--- config.mk ---
export PLATFORM = sky130hd
export DESIGN_NAME = cpu_pipe_ctrl_flat
export DESIGN_NICKNAME = d
export VERILOG_FILES = /design/src/rtl/cpu_pipe_ctrl_pkg.sv /design/src/rtl/cpu_pipe_ctrl_if.sv /design/src/rtl/cpu_pipe_ctrl_hazard.sv /design/src/rtl/cpu_pipe_ctrl.sv /design/src/flat_wrapper.sv
export SDC_FILE = /design/constraint.sdc
export NUM_CORES = 1
export LEC_CHECK = 0
export BUFFER_PORTS_ARGS = -buffer_cell sky130_fd_sc_hd__buf_2
export CAP_MARGIN = 5
export CORE_MARGIN = 8
export CORE_UTILIZATION = 30
export CTS_BUF_LIST = sky130_fd_sc_hd__clkbuf_16
export DETAILED_ROUTE_END_ITERATION = 16
export SLEW_MARGIN = 20
export SYNTH_ARGS = -nofsm -noshare
export SYNTH_HDL_FRONTEND = slang
export SYNTH_SLANG_ARGS = --single-unit
--- constraint.sdc ---
create_clock -name clk -period 6.7 [get_ports clk]
set_input_delay 2.01 -clock clk [delete_from_list [all_inputs] [get_ports clk]]
set_output_delay 2.01 -clock clk [all_outputs]
set_load 0.05 [all_outputs]
--- src/rtl/cpu_pipe_ctrl_pkg.sv ---
`default_nettype none
// ============================================================================
// Module      : cpu_pipe_pkg
// Description : Shared types and constants for the 5-stage pipeline
//               controller: controller state enumeration and the packed
//               enable/flush control word with its canonical patterns.
// Revision    : 1.0 - initial release
// ============================================================================
package cpu_pipe_pkg;

  // Controller states
  typedef enum logic [1:0] {
    INIT     = 2'd0,
    RUN      = 2'd1,
    MUL_WAIT = 2'd2,
    MEM_WAIT = 2'd3
  } pipe_state_t;

  // One control word drives every pipeline-register strobe at once
  typedef struct packed {
    logic pc_en;
    logic ifid_en;
    logic idex_en;
    logic exmem_en;
    logic memwb_en;
    logic ifid_flush;
    logic idex_flush;
    logic exmem_flush;
  } pipe_ctl_t;

  //                                         pc ifid idex exmem memwb | fIF fID fEX
  localparam pipe_ctl_t PIPE_FREEZE  = 8'b0_0_0_0_0_0_0_0;
  localparam pipe_ctl_t PIPE_RUN     = 8'b1_1_1_1_1_0_0_0;
  localparam pipe_ctl_t PIPE_CLEAR   = 8'b0_1_1_1_1_1_1_1;
  // Taken branch: two bubbles replace the wrong-path IF and ID instructions
  localparam pipe_ctl_t PIPE_BRANCH  = 8'b1_1_1_1_1_1_1_0;
  // Multiply holds IF/ID/EX; a bubble drains into MEM each cycle
  localparam pipe_ctl_t PIPE_MUL     = 8'b0_0_0_1_1_0_0_1;
  // Load-use: hold PC and IF/ID, bubble into EX
  localparam pipe_ctl_t PIPE_LDUSE   = 8'b0_0_1_1_1_0_1_0;
  // Memory timeout: aborted access is replaced by a bubble and the pipe resumes
  localparam pipe_ctl_t PIPE_TIMEOUT = 8'b1_1_1_1_1_0_0_1;

endpackage
`default_nettype wire

--- src/rtl/cpu_pipe_ctrl_if.sv ---
`default_nettype none
// ============================================================================
// Module      : cpu_pipe_ctrl_if
// Description : Bundle between the pipeline datapath and its controller.
//               Hazard status flows datapath -> controller; enable and flush
//               strobes flow controller -> datapath.
//   master : controller side (reads status, drives strobes)
//   slave  : datapath side   (drives status, reads strobes)
// Revision    : 1.0 - initial release
// ============================================================================
interface cpu_pipe_ctrl_if #(
  parameter int REG_AW = 5
);
  // Status from the datapath
  logic [REG_AW-1:0] id_rs1;
  logic [REG_AW-1:0] id_rs2;
  logic              id_use_rs1;
  logic              id_use_rs2;
  logic              ex_is_load;
  logic [REG_AW-1:0] ex_rd;
  logic              ex_br_taken;
  logic              ex_mul_start;
  logic              mem_req;
  logic              mem_ack;
  // Strobes to the datapath
  logic              pc_en;
  logic              ifid_en;
  logic              idex_en;
  logic              exmem_en;
  logic              memwb_en;
  logic              ifid_flush;
  logic              idex_flush;
  logic              exmem_flush;
  logic              mem_err;

  modport master (
    input  id_rs1, id_rs2, id_use_rs1, id_use_rs2,
    input  ex_is_load, ex_rd, ex_br_taken, ex_mul_start,
    input  mem_req, mem_ack,
    output pc_en, ifid_en, idex_en, exmem_en, memwb_en,
    output ifid_flush, idex_flush, exmem_flush, mem_err
  );

  modport slave (
    output id_rs1, id_rs2, id_use_rs1, id_use_rs2,
    output ex_is_load, ex_rd, ex_br_taken, ex_mul_start,
    output mem_req, mem_ack,
    input  pc_en, ifid_en, idex_en, exmem_en, memwb_en,
    input  ifid_flush, idex_flush, exmem_flush, mem_err
  );
endinterface
`default_nettype wire

--- src/rtl/cpu_pipe_ctrl_hazard.sv ---
`default_nettype none
// ============================================================================
// Module      : cpu_hazard_detect
// Description : Combinational load-use hazard compare. Flags when the EX
//               instruction is a load whose destination is read by the ID
//               instruction. x0 is hard-wired zero, so it never hazards.
// Ports       : ex_is_load, ex_rd          - EX load and its destination
//               id_rs1/2, id_use_rs1/2     - ID sources and their use flags
//               load_use                   - hazard present
// Revision    : 1.0 - initial release
// ============================================================================
module cpu_hazard_detect #(
  parameter int REG_AW = 5
) (
  input  wire logic              ex_is_load,
  input  wire logic [REG_AW-1:0] ex_rd,
  input  wire logic [REG_AW-1:0] id_rs1,
  input  wire logic [REG_AW-1:0] id_rs2,
  input  wire logic              id_use_rs1,
  input  wire logic              id_use_rs2,
  output logic                   load_use
);

  logic w_rd_nonzero;
  logic w_hit_rs1;
  logic w_hit_rs2;

  assign w_rd_nonzero = (ex_rd != '0);
  assign w_hit_rs1    = id_use_rs1 & (id_rs1 == ex_rd);
  assign w_hit_rs2    = id_use_rs2 & (id_rs2 == ex_rd);
  assign load_use     = ex_is_load & w_rd_nonzero & (w_hit_rs1 | w_hit_rs2);

endmodule
`default_nettype wire

--- src/rtl/cpu_pipe_ctrl.sv ---
`default_nettype none
// ============================================================================
// Module      : cpu_pipe_ctrl
// Description : Central controller for the 5-stage pipeline. Produces the
//               per-boundary enable strobes and bubble-insert flushes from
//               load-use, taken-branch, multi-cycle multiply and data-memory
//               wait conditions. Strobes are combinational from state+status.
// Ports       : clk, rst_n (async, active-low)
//               bus (master) - hazard status in, strobes and mem_err out
// Revision    : 1.0 - initial release
// ============================================================================
module cpu_pipe_ctrl
  import cpu_pipe_pkg::*;
#(
  parameter int REG_AW      = 5,
  parameter int MUL_LAT     = 4,
  parameter int MEM_TIMEOUT = 256
) (
  input  wire logic       clk,
  input  wire logic       rst_n,
  cpu_pipe_ctrl_if.master bus
);

  localparam int MUL_CW = $clog2(MUL_LAT);
  localparam int MEM_CW = $clog2(MEM_TIMEOUT + 1);

  // The first EX cycle of a multiply is spent in RUN and the last one is the
  // cycle after MUL_WAIT, so MUL_WAIT itself lasts MUL_LAT-2 cycles.
  localparam logic [MUL_CW-1:0] c_mul_load = MUL_CW'(MUL_LAT - 2);
  localparam logic [MEM_CW-1:0] c_mem_last = MEM_CW'(MEM_TIMEOUT - 1);
  localparam logic [MUL_CW-1:0] c_mul_one  = MUL_CW'(1);
  localparam logic [MEM_CW-1:0] c_mem_one  = MEM_CW'(1);

  pipe_state_t       r_state,     w_state_nxt;
  logic [MUL_CW-1:0] r_mul_cnt,   w_mul_cnt_nxt;
  logic [MEM_CW-1:0] r_mem_cnt,   w_mem_cnt_nxt;
  logic              r_ret_mul,   w_ret_mul_nxt;
  pipe_ctl_t         w_ctl;
  logic              w_mem_err;
  logic              w_load_use;
  logic              w_mem_stall;

  cpu_hazard_detect #(
    .REG_AW (REG_AW)
  ) u_hazard (
    .ex_is_load (bus.ex_is_load),
    .ex_rd      (bus.ex_rd),
    .id_rs1     (bus.id_rs1),
    .id_rs2     (bus.id_rs2),
    .id_use_rs1 (bus.id_use_rs1),
    .id_use_rs2 (bus.id_use_rs2),
    .load_use   (w_load_use)
  );

  // An access acknowledged in the same cycle it is requested never stalls
  assign w_mem_stall = bus.mem_req & ~bus.mem_ack;

  // ---------------------------------------------------------------- state reg
  always_ff @(posedge clk or negedge rst_n) begin
    if (!rst_n) begin
      r_state   <= INIT;
      r_mul_cnt <= '0;
      r_mem_cnt <= '0;
      r_ret_mul <= 1'b0;
    end else begin
      r_state   <= w_state_nxt;
      r_mul_cnt <= w_mul_cnt_nxt;
      r_mem_cnt <= w_mem_cnt_nxt;
      r_ret_mul <= w_ret_mul_nxt;
    end
  end

  // ------------------------------------------------- next state and strobes
  always_comb begin
    w_state_nxt   = r_state;
    w_mul_cnt_nxt = r_mul_cnt;
    w_mem_cnt_nxt = r_mem_cnt;
    w_ret_mul_nxt = r_ret_mul;
    w_ctl         = PIPE_RUN;
    w_mem_err     = 1'b0;

    unique case (r_state)
      INIT: begin
        w_ctl       = PIPE_CLEAR;
        w_state_nxt = RUN;
      end

      RUN: begin
        if (w_mem_stall) begin
          w_ctl         = PIPE_FREEZE;
          w_state_nxt   = MEM_WAIT;
          w_mem_cnt_nxt = '0;
          w_ret_mul_nxt = 1'b0;
        end else if (bus.ex_br_taken) begin
          // Branch beats load-use: the ID instruction is squashed regardless
          w_ctl = PIPE_BRANCH;
        end else if (bus.ex_mul_start) begin
          w_ctl         = PIPE_MUL;
          w_mul_cnt_nxt = c_mul_load;
          w_state_nxt   = (MUL_LAT > 2) ? MUL_WAIT : RUN;
        end else if (w_load_use) begin
          w_ctl = PIPE_LDUSE;
        end
      end

      MUL_WAIT: begin
        if (w_mem_stall) begin
          // The multiply's progress is held while memory is outstanding
          w_ctl         = PIPE_FREEZE;
          w_state_nxt   = MEM_WAIT;
          w_mem_cnt_nxt = '0;
          w_ret_mul_nxt = 1'b1;
        end else begin
          w_ctl = PIPE_MUL;
          if (r_mul_cnt <= c_mul_one) begin
            w_state_nxt = RUN;
          end
          if (r_mul_cnt != '0) begin
            w_mul_cnt_nxt = r_mul_cnt - c_mul_one;
          end
        end
      end

      MEM_WAIT: begin
        if (bus.mem_ack) begin
          w_ret_mul_nxt = 1'b0;
          if (r_ret_mul) begin
            // The MEM result is still captured (exmem/memwb enabled) but the
            // multiply in EX must not be advanced, so the ack cycle uses the
            // multiply pattern and counts as one of its wait cycles.
            w_ctl       = PIPE_MUL;
            w_state_nxt = (r_mul_cnt <= c_mul_one) ? RUN : MUL_WAIT;
            if (r_mul_cnt != '0) begin
              w_mul_cnt_nxt = r_mul_cnt - c_mul_one;
            end
          end else begin
            w_ctl       = PIPE_RUN;
            w_state_nxt = RUN;
          end
        end else if (r_mem_cnt == c_mem_last) begin
          w_ctl         = PIPE_TIMEOUT;
          w_mem_err     = 1'b1;
          w_state_nxt   = RUN;
          w_ret_mul_nxt = 1'b0;
        end else begin
          w_ctl = PIPE_FREEZE;
          if (r_mem_cnt != {MEM_CW{1'b1}}) begin
            w_mem_cnt_nxt = r_mem_cnt + c_mem_one;
          end
        end
      end

      default: begin
        w_ctl       = PIPE_CLEAR;
        w_state_nxt = INIT;
      end
    endcase
  end

  // ------------------------------------------------------------------ outputs
  assign bus.pc_en       = w_ctl.pc_en;
  assign bus.ifid_en     = w_ctl.ifid_en;
  assign bus.idex_en     = w_ctl.idex_en;
  assign bus.exmem_en    = w_ctl.exmem_en;
  assign bus.memwb_en    = w_ctl.memwb_en;
  assign bus.ifid_flush  = w_ctl.ifid_flush;
  assign bus.idex_flush  = w_ctl.idex_flush;
  assign bus.exmem_flush = w_ctl.exmem_flush;
  assign bus.mem_err     = w_mem_err;

endmodule
`default_nettype wire

--- src/flat_wrapper.sv ---
// flat-port wrapper written by rule: the top's interface ports become plain ports
module cpu_pipe_ctrl_flat import cpu_pipe_pkg::*;
#(
  parameter int REG_AW      = 5,
  parameter int MUL_LAT     = 4,
  parameter int MEM_TIMEOUT = 256
)
  (clk, rst_n, bus_id_rs1, bus_id_rs2, bus_id_use_rs1, bus_id_use_rs2, bus_ex_is_load, bus_ex_rd, bus_ex_br_taken, bus_ex_mul_start, bus_mem_req, bus_mem_ack, bus_pc_en, bus_ifid_en, bus_idex_en, bus_exmem_en, bus_memwb_en, bus_ifid_flush, bus_idex_flush, bus_exmem_flush, bus_mem_err);
  cpu_pipe_ctrl_if #(.REG_AW(REG_AW)) bus_i ();
  input  wire logic clk;
  input  wire logic rst_n;
  input wire logic [$bits(bus_i.id_rs1)-1:0] bus_id_rs1;
  input wire logic [$bits(bus_i.id_rs2)-1:0] bus_id_rs2;
  input wire logic [$bits(bus_i.id_use_rs1)-1:0] bus_id_use_rs1;
  input wire logic [$bits(bus_i.id_use_rs2)-1:0] bus_id_use_rs2;
  input wire logic [$bits(bus_i.ex_is_load)-1:0] bus_ex_is_load;
  input wire logic [$bits(bus_i.ex_rd)-1:0] bus_ex_rd;
  input wire logic [$bits(bus_i.ex_br_taken)-1:0] bus_ex_br_taken;
  input wire logic [$bits(bus_i.ex_mul_start)-1:0] bus_ex_mul_start;
  input wire logic [$bits(bus_i.mem_req)-1:0] bus_mem_req;
  input wire logic [$bits(bus_i.mem_ack)-1:0] bus_mem_ack;
  output wire logic [$bits(bus_i.pc_en)-1:0] bus_pc_en;
  output wire logic [$bits(bus_i.ifid_en)-1:0] bus_ifid_en;
  output wire logic [$bits(bus_i.idex_en)-1:0] bus_idex_en;
  output wire logic [$bits(bus_i.exmem_en)-1:0] bus_exmem_en;
  output wire logic [$bits(bus_i.memwb_en)-1:0] bus_memwb_en;
  output wire logic [$bits(bus_i.ifid_flush)-1:0] bus_ifid_flush;
  output wire logic [$bits(bus_i.idex_flush)-1:0] bus_idex_flush;
  output wire logic [$bits(bus_i.exmem_flush)-1:0] bus_exmem_flush;
  output wire logic [$bits(bus_i.mem_err)-1:0] bus_mem_err;
  assign bus_i.id_rs1 = bus_id_rs1;
  assign bus_i.id_rs2 = bus_id_rs2;
  assign bus_i.id_use_rs1 = bus_id_use_rs1;
  assign bus_i.id_use_rs2 = bus_id_use_rs2;
  assign bus_i.ex_is_load = bus_ex_is_load;
  assign bus_i.ex_rd = bus_ex_rd;
  assign bus_i.ex_br_taken = bus_ex_br_taken;
  assign bus_i.ex_mul_start = bus_ex_mul_start;
  assign bus_i.mem_req = bus_mem_req;
  assign bus_i.mem_ack = bus_mem_ack;
  assign bus_pc_en = bus_i.pc_en;
  assign bus_ifid_en = bus_i.ifid_en;
  assign bus_idex_en = bus_i.idex_en;
  assign bus_exmem_en = bus_i.exmem_en;
  assign bus_memwb_en = bus_i.memwb_en;
  assign bus_ifid_flush = bus_i.ifid_flush;
  assign bus_idex_flush = bus_i.idex_flush;
  assign bus_exmem_flush = bus_i.exmem_flush;
  assign bus_mem_err = bus_i.mem_err;
  cpu_pipe_ctrl #(.REG_AW(REG_AW), .MUL_LAT(MUL_LAT), .MEM_TIMEOUT(MEM_TIMEOUT)) u_core (.clk(clk), .rst_n(rst_n), .bus(bus_i));
endmodule
==> flow_summary.yaml, run 1 <==
logic_synthesis:
  synth_top_area_share_pct: 29.0
  syn_avg_cell_area_um2: 8.21
  synth-edff-count: 0
  yosysTopAreaCell: "dfrtp_1"
  yosysWarnings: 0
  netlist_top_cells_area: "dfrtp_1, ha_1, xnor2_1"
  ys_ff_latch: 14
  synthFlopType: "dfrtp_1"
  synth_nets: 180
  synthDistinctLibCells: 39
  syn_area_mm2: 0.00121
  yosysSeqAreaShare_pct: 29.0
  ys_async_sr_fraction_pct: 100
  synth_cells: 147
worst_hold_path:
  hold_class: "reg2reg"
  hold_start: "u_core.r_mul_cnt[1]"
  hold_depth: 1
timing:
  hold_violations: 0
  period_minus_slack_ns: 5.40
  slew_headroom_pct: 58.4
  finalWorstSetupSlack_ns: 1.30
  fin_crit_sh_pct: 80.7
  fin_skew_ns: 0.00107
  setup_viol: 0
  slew_violations: 0
  setup_tns_ns: 0
  worstMarginPinSlew_ns: 0.620
  rsz0062_at_grt: "no"
  fmax_mhz: 185
die:
  ios: 33
  die_area_mm2: 0.00631
  dieWidth_um: 79.4
  core-area_mm2: 0.00394
  start_util_pct: 30.6
  rows: 23
  die_h_um: 79.4
critical_path:
  critPathCaptureType: "output port"
  path_class: "in2out"
  regToRegSetupSlack_ns: 4.22
  critical_path.startpoint: "bus_mem_ack"
  cpMostUsedCell: "buf_2"
  startpoint_type: "input port"
  endpoint: "bus_ifid_en"
  arrival_ns: 3.39
  crit_slowest_cell: "or3_1"
  cp_slowest_stage_delay_ns: 0.31
  required_ns: 4.69
  r2r_cells: 8
  r2r_start: "u_core.r_mem_cnt[0]"
  worstPathCellList: "buf_2, nand2b_1, and3_1, or3_1, a21boi_1, buf_2"
  worst_r2r_endpoint: "u_core.r_mem_cnt[7]"
  worstPathMaxFanout: 9
run:
  maxCapViolCount: 0
power_and_ir_drop:
  leakagePower_nw: 0.661
  irDropWorstVdd_mv: 0.127
  power.density_mw_per_mm2: 467
cells_and_area:
  final_common_cell: "buf_2"
  diodes: 0
  drive_gt1_share_pct: 20.6
  syn_to_final_growth_pct: 21.4
  fin_nets: 209
  final_cell_mix: "buf_2, a21oi_1, dfrtp_1, nand2_1, xnor2_1"
outcome:
  status: "complete, no violations"
global_route:
  antenna_found_initial: 0
  grt_usage_pct: 9.13
  grt_pass1_wl_um: 4900
  grt_max_degree: 16
  grt_pass1_vias: 1061
  gr-total-overflow: 0
drt:
  drt_pass1_iterations: 4
  wire_per_inst_um: 13.1
  drc: 0
  ant_nets: 0
  drtIter0Drc: 115
  drt_wl_total_um: 2940
  vias: 1153
  drt-vias-per-instance: 5.12
cts:
  cts_setup_buffers: 0
  cts_max_level: 1
  cts_resized: 0
  cts_buffers: 3
  cts_tree: "yes"
  cts_sinks: 14
  ctsHoldBuffers: 0
  cts_root_buf: "clkbuf_16"
  clock_latency_ns: 0.24
  max-clock-path-buffers: 2
  clk_pin_slew_ns: 0.05
placed_design:
  pre_cts_ws_ns: 1.31
  io_buffers: 32
  place_congestion: 0.806
  hpwlAfterDp_um: 2340
==> synthesized netlist by cell type, types with 4 or more instances <==
| cell | number |
|---|---|
| nand3_1 | 7 |
| clkbuf_1 | 4 |
| dfrtp_1 | 14 |
| inv_1 | 9 |
| nand2b_1 | 7 |
| a31oi_1 | 4 |
| xnor2_1 | 11 |
| a21oi_1 | 14 |
| nand4_1 | 4 |
| nand2_1 | 13 |
| nor2_1 | 8 |
| o21ai_1 | 6 |
| ha_1 | 9 |
==> how the worst min path moves through the flow <==
| stage | slack (ns) | to |
|---|---|---|
| 3_5_place_dp | 0.50 | u_core.r_mul_cnt[1] |
| 4_1_cts | 0.51 | u_core.r_mul_cnt[1] |
| 5_1_grt | 0.54 | u_core.r_mul_cnt[1] |
| 3_3_place_gp | 0.50 | u_core.r_mul_cnt[1] |
| 2_1_floorplan | 0.48 | u_core.r_mem_cnt[8] |
| 6_report | 0.51 | u_core.r_mul_cnt[1] |
==> worst max-delay path: cells and delay by family <==
| family | cells | cell delay [ns] |
|---|---|---|
| AO/OA/AOI/OAI | 1 | 0.13 |
| buffers and inverters | 2 | 0.36 |
| AND/OR/NAND/NOR | 3 | 0.88 |
==> metal layers <==
layer  global-route usage, %  vias up  wire length, µm
met4                    2.78        0               17
met5                       0        -                0
li1                        -      589                -
met3                    1.13        2              105
met1                    12.2      540             1500
met2                    14.9       22             1320
==> kinds of logic after synthesis <==
kind of cell             after synthesis  share of synthesized area [%]
AO/OA/AOI/OAI                         42                           22.6
XOR/XNOR                              11                           7.99
adder cells (fa/ha/maj)                9                           9.34
buffers and inverters                 17                           6.43
flip-flops                            14                           29.0
multiplexers                           4                           3.53
AND/OR/NAND/NOR                       50                           21.1
==> report_power, final <==
part / total (mW) / switching [mW] / internal (mW)
Combinational: 0.448 / 0.316 / 0.132
Sequential: 0.123 / 0.0186 / 0.105
Clock: 0.113 / 0.0339 / 0.0789
Total: 0.684 / 0.369 / 0.315
==> stage by stage <==
stage / std cells / utilization, % / total power [mW] / area (µm²) / hold WS, ns
2_1_floorplan: 147 / - / 0.486 / 1210 / 0.477
4_1_cts: 225 / 37.1 / 0.688 / 1460 / 0.514
3_3_place_gp: 221 / 35.1 / 0.572 / 1390 / 0.500
3_5_place_dp: 221 / 35.1 / 0.571 / 1390 / 0.504
6_report: 225 / 37.1 / 0.684 / 1460 / 0.508
5_1_grt: 225 / 37.1 / 0.737 / 1460 / 0.538
==> registers in the layout, indices dropped and copies added, names as in the netlist <==
register          cells
u_core.r_mem_cnt      9
u_core.r_mul_cnt      2
u_core.r_ret_mul      1
u_core.r_state        2
==> area by class of cell <==
type,count,area (µm²)
clock inverters,1,3.75
flip-flops and latches,14,350
multi-input cells,116,778
inverters,9,33.8
fillers,423,2480
repair buffers,32,160
clock buffers,3,75.1
well taps,50,62.6
Power figures use the tool's default switching activity.
==> run 2: changes to the inputs <==
--- a/config.mk
+++ b/config.mk
@@ -5,6 +5,7 @@
 export SDC_FILE = /design/constraint.sdc
 export NUM_CORES = 1
 export LEC_CHECK = 0
+export ABC_AREA = 1
 export BUFFER_PORTS_ARGS = -buffer_cell sky130_fd_sc_hd__buf_2
 export CAP_MARGIN = 5
 export CORE_MARGIN = 8
==> constraint.sdc (replaced) <==
create_clock -name clk -period 5.5 [get_ports clk]
set_input_delay 1.65 -clock clk [delete_from_list [all_inputs] [get_ports clk]]
set_output_delay 1.65 -clock clk [all_outputs]
set_load 0.05 [all_outputs]
==> flow_summary.yaml, run 2 <==
logic_synthesis:
  yosysSeqAreaShare_pct: 27.4
  netlist_top_cells_area: "dfrtp_1, nand2_1, inv_1"
  syn_avg_cell_area_um2: 6.48
  synth_nets: 230
  synthDistinctLibCells: 30
  ys_ff_latch: 14
  ys_async_sr_fraction_pct: 100
  synth_top_area_share_pct: 27.4
  yosysTopAreaCell: "dfrtp_1"
  synth-edff-count: 0
  post-synth-top-count-cell: "nand2_1"
  synth_commonest_cells: "nand2_1, inv_1, nor2_1"
  synthFlopType: "dfrtp_1"
  synth_cells: 197
  yosysWarnings: 0
  syn_area_mm2: 0.00128
timing:
  period_minus_slack_ns: 4.41
  slew_headroom_pct: 69.4
  setup_tns_ns: 0
  fin_skew_ns: 0.00392
  fin_crit_sh_pct: 80.1
  rsz0062_at_grt: "no"
  setup_viol: 0
  slew_violations: 0
  fmax_mhz: 227
  worstMarginPinSlew_ns: 0.459
  hold_violations: 0
cts:
  cts_resized: 0
  cts_max_level: 1
  clk_pin_slew_ns: 0.04
  ctsHoldBuffers: 0
  cts_setup_buffers: 0
  cts_tree: "yes"
  max-clock-path-buffers: 2
  cts_sinks: 14
  clock_latency_ns: 0.24
  cts_root_buf: "clkbuf_16"
  cts_buffers: 3
power_and_ir_drop:
  irDropWorstVdd_mv: 0.165
  p_clk_share_pct: 16.9
  p_switching_mw: 0.441
  power.density_mw_per_mm2: 516
  leakagePower_nw: 0.883
  p_seq_share_pct: 17.9
  p_int_mw: 0.361
  power_frac_comb_pct: 65.1
  p_sw_share_pct: 55.0
cells_and_area:
  drive_gt1_share_pct: 20.4
  fin_nets: 264
  diodes: 0
  final_common_cell: "nand2_1"
  regMostFlops: "u_core.r_mem_cnt"
  syn_to_final_growth_pct: 21.7
  reg_top3: "u_core.r_mem_cnt: 9 flops, u_core.r_mul_cnt: 2 flops, u_core.r_state: 2 flops"
  final_cell_mix: "nand2_1, inv_1, buf_2, nor2_1, dfrtp_1"
  finalNonFillerCells: 280
  largest_reg_flops: 9
drt:
  drtIter0Drc: 43
  ant_nets: 0
  wire_per_inst_um: 10.2
  vias: 1232
  drt_wl_total_um: 2870
  drt-vias-per-instance: 4.40
  drt_pass1_iterations: 4
  drc: 0
critical_path:
  critPathCaptureType: "output port"
  path_class: "in2out"
  r2r_cells: 13
  worstPathMaxFanout: 5
  arrival_ns: 2.76
  startpoint_type: "input port"
  required_ns: 3.85
die:
  rows: 23
  core-area_mm2: 0.00406
  dieWidth_um: 81.3
  die_area_mm2: 0.00660
  ios: 33
  die_h_um: 81.3
  start_util_pct: 31.5
global_route:
  grt_pass1_wl_um: 4730
  grt_usage_pct: 8.59
  grt_pass1_vias: 1101
  antenna_found_initial: 0
  gr-total-overflow: 0
  grt_max_degree: 15
placed_design:
  dp_cells: 276
  place_congestion: 0.734
  hpwlAfterDp_um: 2450
  io_buffers: 32
worst_hold_path:
  hold_depth: 1
  hold_class: "reg2reg"
run:
  maxCapViolCount: 0
outcome:
  status: "complete, no violations"
==> run 2: cell count changes in the layout (fill, tap and decap cells not counted), moves of 7 or more <==
cell / previous run / this run
nand2_1: 13 / 60
nor2_1: 8 / 17
nand2b_1: 7 / 0
o21ai_0: 1 / 12
inv_1: 9 / 36
xnor2_1: 11 / 0
a21oi_1: 14 / 5
==> run 2: critical path: stages <==
cell     delay [ns]
buf_2          0.09
inv_1          0.11
nand4_1        0.12
o21ai_0        0.16
inv_1          0.07
nand3_1        0.08
nand2_1        0.07
a21oi_1        0.13
buf_2          0.28
==> run 2: logic make-up after synthesis <==
group	after synthesis	synth area share (%)
AO/OA/AOI/OAI	30	14.3
flip-flops	14	27.4
buffers and inverters	41	13.0
adder cells (fa/ha/maj)	9	8.82
AND/OR/NAND/NOR	103	36.4
==> run 2: worst paths after layout <==
check / start / to / slack (ns)
worst max-delay path: bus_ex_rd[2] / bus_pc_en / 1.09
worst min-delay path: u_core.r_mem_cnt[2] / u_core.r_mem_cnt[2] / 0.50
worst max register to register: u_core.r_mem_cnt[0] / u_core.r_state[0] / 3.33
worst min register to register: u_core.r_mem_cnt[2] / u_core.r_mem_cnt[2] / 0.50
max in group asynchronous: rst_n / u_core.r_mul_cnt[0] / 3.96
min in group asynchronous: rst_n / u_core.r_mem_cnt[4] / 1.29
==> run 2: final cells by class <==
class	instances	area, µm²
clock buffer	3	75.1
clock inverter	1	3.75
fill	443	2500
inverter	38	143
multi-input combinational	142	761
sequential	14	350
tap	50	62.6
timing repair buffer	32	160
==> run 2: layer usage <==
layer	GRT usage [%]	up-vias	wire (µm)
li1	-	691	-
met1	11.8	516	1450
met2	13.6	25	1220
met3	1.77	0	203
met4	1.61	0	0
met5	0	-	0
==> run 2: through the flow <==
stage	setup slack, ns	hold slack (ns)	utilization [%]	instance area [µm²]	power, mW
4_1_cts	1.08	0.500	38.3	1560	0.813
5_1_grt	0.883	0.550	38.3	1560	0.866
2_1_floorplan	0.682	0.446	-	1280	0.571
3_5_place_dp	1.08	0.492	36.4	1480	0.673
3_3_place_gp	1.05	0.498	36.4	1480	0.671
6_report	1.09	0.498	38.3	1560	0.802
==> run 2: power by group through the flow <==
stage / combinational [mW] / clock [mW] / sequential [mW]
6_report: 0.523 / 0.136 / 0.144
5_1_grt: 0.572 / 0.146 / 0.148
4_1_cts: 0.530 / 0.140 / 0.144
3_5_place_dp: 0.528 / 0 / 0.145
3_3_place_gp: 0.527 / 0 / 0.145
2_1_floorplan: 0.429 / 0 / 0.141
==> run 3: changes to the inputs <==
==> constraint.sdc (replaced) <==
create_clock -name clk -period 3.9 [get_ports clk]
set_input_delay 1.17 -clock clk [delete_from_list [all_inputs] [get_ports clk]]
set_output_delay 1.17 -clock clk [all_outputs]
set_load 0.05 [all_outputs]
==> flow_summary.yaml, run 3 (synthesis results as in run 2) <==
drt:
  drc: 0
  ant_nets: 0
  wire_per_inst_um: 10.4
  drt-vias-per-instance: 4.38
  drt_wl_total_um: 2900
  drtIter0Drc: 48
  vias: 1225
  drt_pass1_iterations: 4
critical_path:
  critPathCaptureType: "output port"
  critical_path.startpoint: "u_core.r_mem_cnt[0]"
  cpMostUsedCell: "inv_1"
  required_ns: 2.73
  startpoint_type: "flop"
  path_class: "reg2out"
  crit_slowest_cell: "dfrtp_1"
  arrival_ns: 2.47
  cp_slowest_stage_delay_ns: 0.39
  r2r_start: "u_core.r_mem_cnt[0]"
  worstPathMaxFanout: 4
  worstPathCellList: "ha_1, inv_1, nor3_2, nand4_1, nor2_1, ha_1, inv_1, nand2_1, inv_1, nor2_1, nand2_1, a21oi_1, buf_2"
power_and_ir_drop:
  power.density_mw_per_mm2: 730
  leakagePower_nw: 0.883
  irDropWorstVdd_mv: 0.235
timing:
  period_minus_slack_ns: 3.64
  rsz0062_at_grt: "no"
  hold_ws_ns: 0.496
  slew_headroom_pct: 68.7
  worstMarginPinSlew_ns: 0.470
  hold_violations: 0
  slew_violations: 0
  fmax_mhz: 275
  fin_crit_sh_pct: 93.3
  fin_skew_ns: 0.00358
  setup_tns_ns: 0
  setup_viol: 0
die:
  start_util_pct: 31.5
  rows: 23
  core-area_mm2: 0.00406
  dieWidth_um: 81.3
  ios: 33
  die_h_um: 81.3
  die_area_mm2: 0.00660
worst_hold_path:
  hold_start: "u_core.r_mem_cnt[2]"
  hold_class: "reg2reg"
cts:
  cts_buffers: 3
  cts_tree: "yes"
  cts_sinks: 14
  clk_pin_slew_ns: 0.05
  clock_latency_ns: 0.24
  ctsHoldBuffers: 0
  cts_resized: 0
  max-clock-path-buffers: 2
  cts_root_buf: "clkbuf_16"
  cts_max_level: 1
  cts_setup_buffers: 0
global_route:
  antenna_found_initial: 0
  grt_max_degree: 15
  gr-total-overflow: 0
  grt_pass1_wl_um: 4760
  grt_usage_pct: 8.66
  grt_pass1_vias: 1111
cells_and_area:
  largest_reg_flops: 9
  diodes: 0
  regMostFlops: "u_core.r_mem_cnt"
  reg_top3: "u_core.r_mem_cnt: 9 flops, u_core.r_mul_cnt: 2 flops, u_core.r_state: 2 flops"
  final_cell_mix: "nand2_1, inv_1, buf_2, nor2_1, dfrtp_1"
  drive_gt1_share_pct: 20.4
  fin_nets: 264
  fill_cells: 444
  final_common_cell: "nand2_1"
  syn_to_final_growth_pct: 21.7
placed_design:
  io_buffers: 32
  place_congestion: 0.734
  hpwlAfterDp_um: 2450
run:
  maxCapViolCount: 0
outcome:
  status: "complete, no violations"
run 3: metal layers:
| layer | global-route usage (%) | routed length [µm] |
|---|---|---|
| met1 | 11.8 | 1490 |
| met4 | 1.61 | 0 |
| met5 | 0 | 0 |
| met2 | 13.7 | 1230 |
| met3 | 1.88 | 183 |
run 3: metrics by stage:
step	area [µm²]	std cells	total power, mW	util [%]	worst slack [ns]
floorplan	1280	197	0.805	-	0.0423
global placement	1480	276	0.947	36.4	0.411
detailed placement	1480	276	0.948	36.4	0.456
CTS	1560	280	1.15	38.3	0.262
global route	1560	280	1.22	38.3	0.00535
finish	1560	280	1.13	38.3	0.261
run 3: critical path: cells and delay by family, from the launching register on:
family | cells | cell delay [ns]
simple gates | 6 | 0.88
buf+inv | 4 | 0.45
flops | 1 | 0.39
fa+ha+maj | 2 | 0.35
compound gates | 1 | 0.15
run 3: worst paths after layout:
path                       slack, ns  depth (start not counted)             endpoint
max                             0.26                         13            bus_pc_en
min                             0.50                          1  u_core.r_mem_cnt[2]
max reg2reg                     1.73                         13    u_core.r_state[0]
min reg2reg                     0.50                          1  u_core.r_mem_cnt[2]
max in group asynchronous       2.84                          1  u_core.r_mul_cnt[0]
min in group asynchronous       0.82                          1  u_core.r_mem_cnt[4]
run 3: area by class of cell:
type | instances | area, µm² | area share (%)
clock inverter | 1 | 3.75 | 0.241
multi-input combinational | 142 | 761 | 48.9
timing repair buffer | 32 | 160 | 10.3
sequential | 14 | 350 | 22.5
clock buffer | 3 | 75.1 | 4.83
inverter | 38 | 143 | 9.17
tap | 50 | 62.6 | 4.02
run 3: where the power goes:
| group | switching (mW) | internal (mW) |
|---|---|---|
| combinational | 0.545 | 0.196 |
| clock | 0.0559 | 0.135 |
| sequential | 0.0243 | 0.178 |
| total | 0.626 | 0.509 |
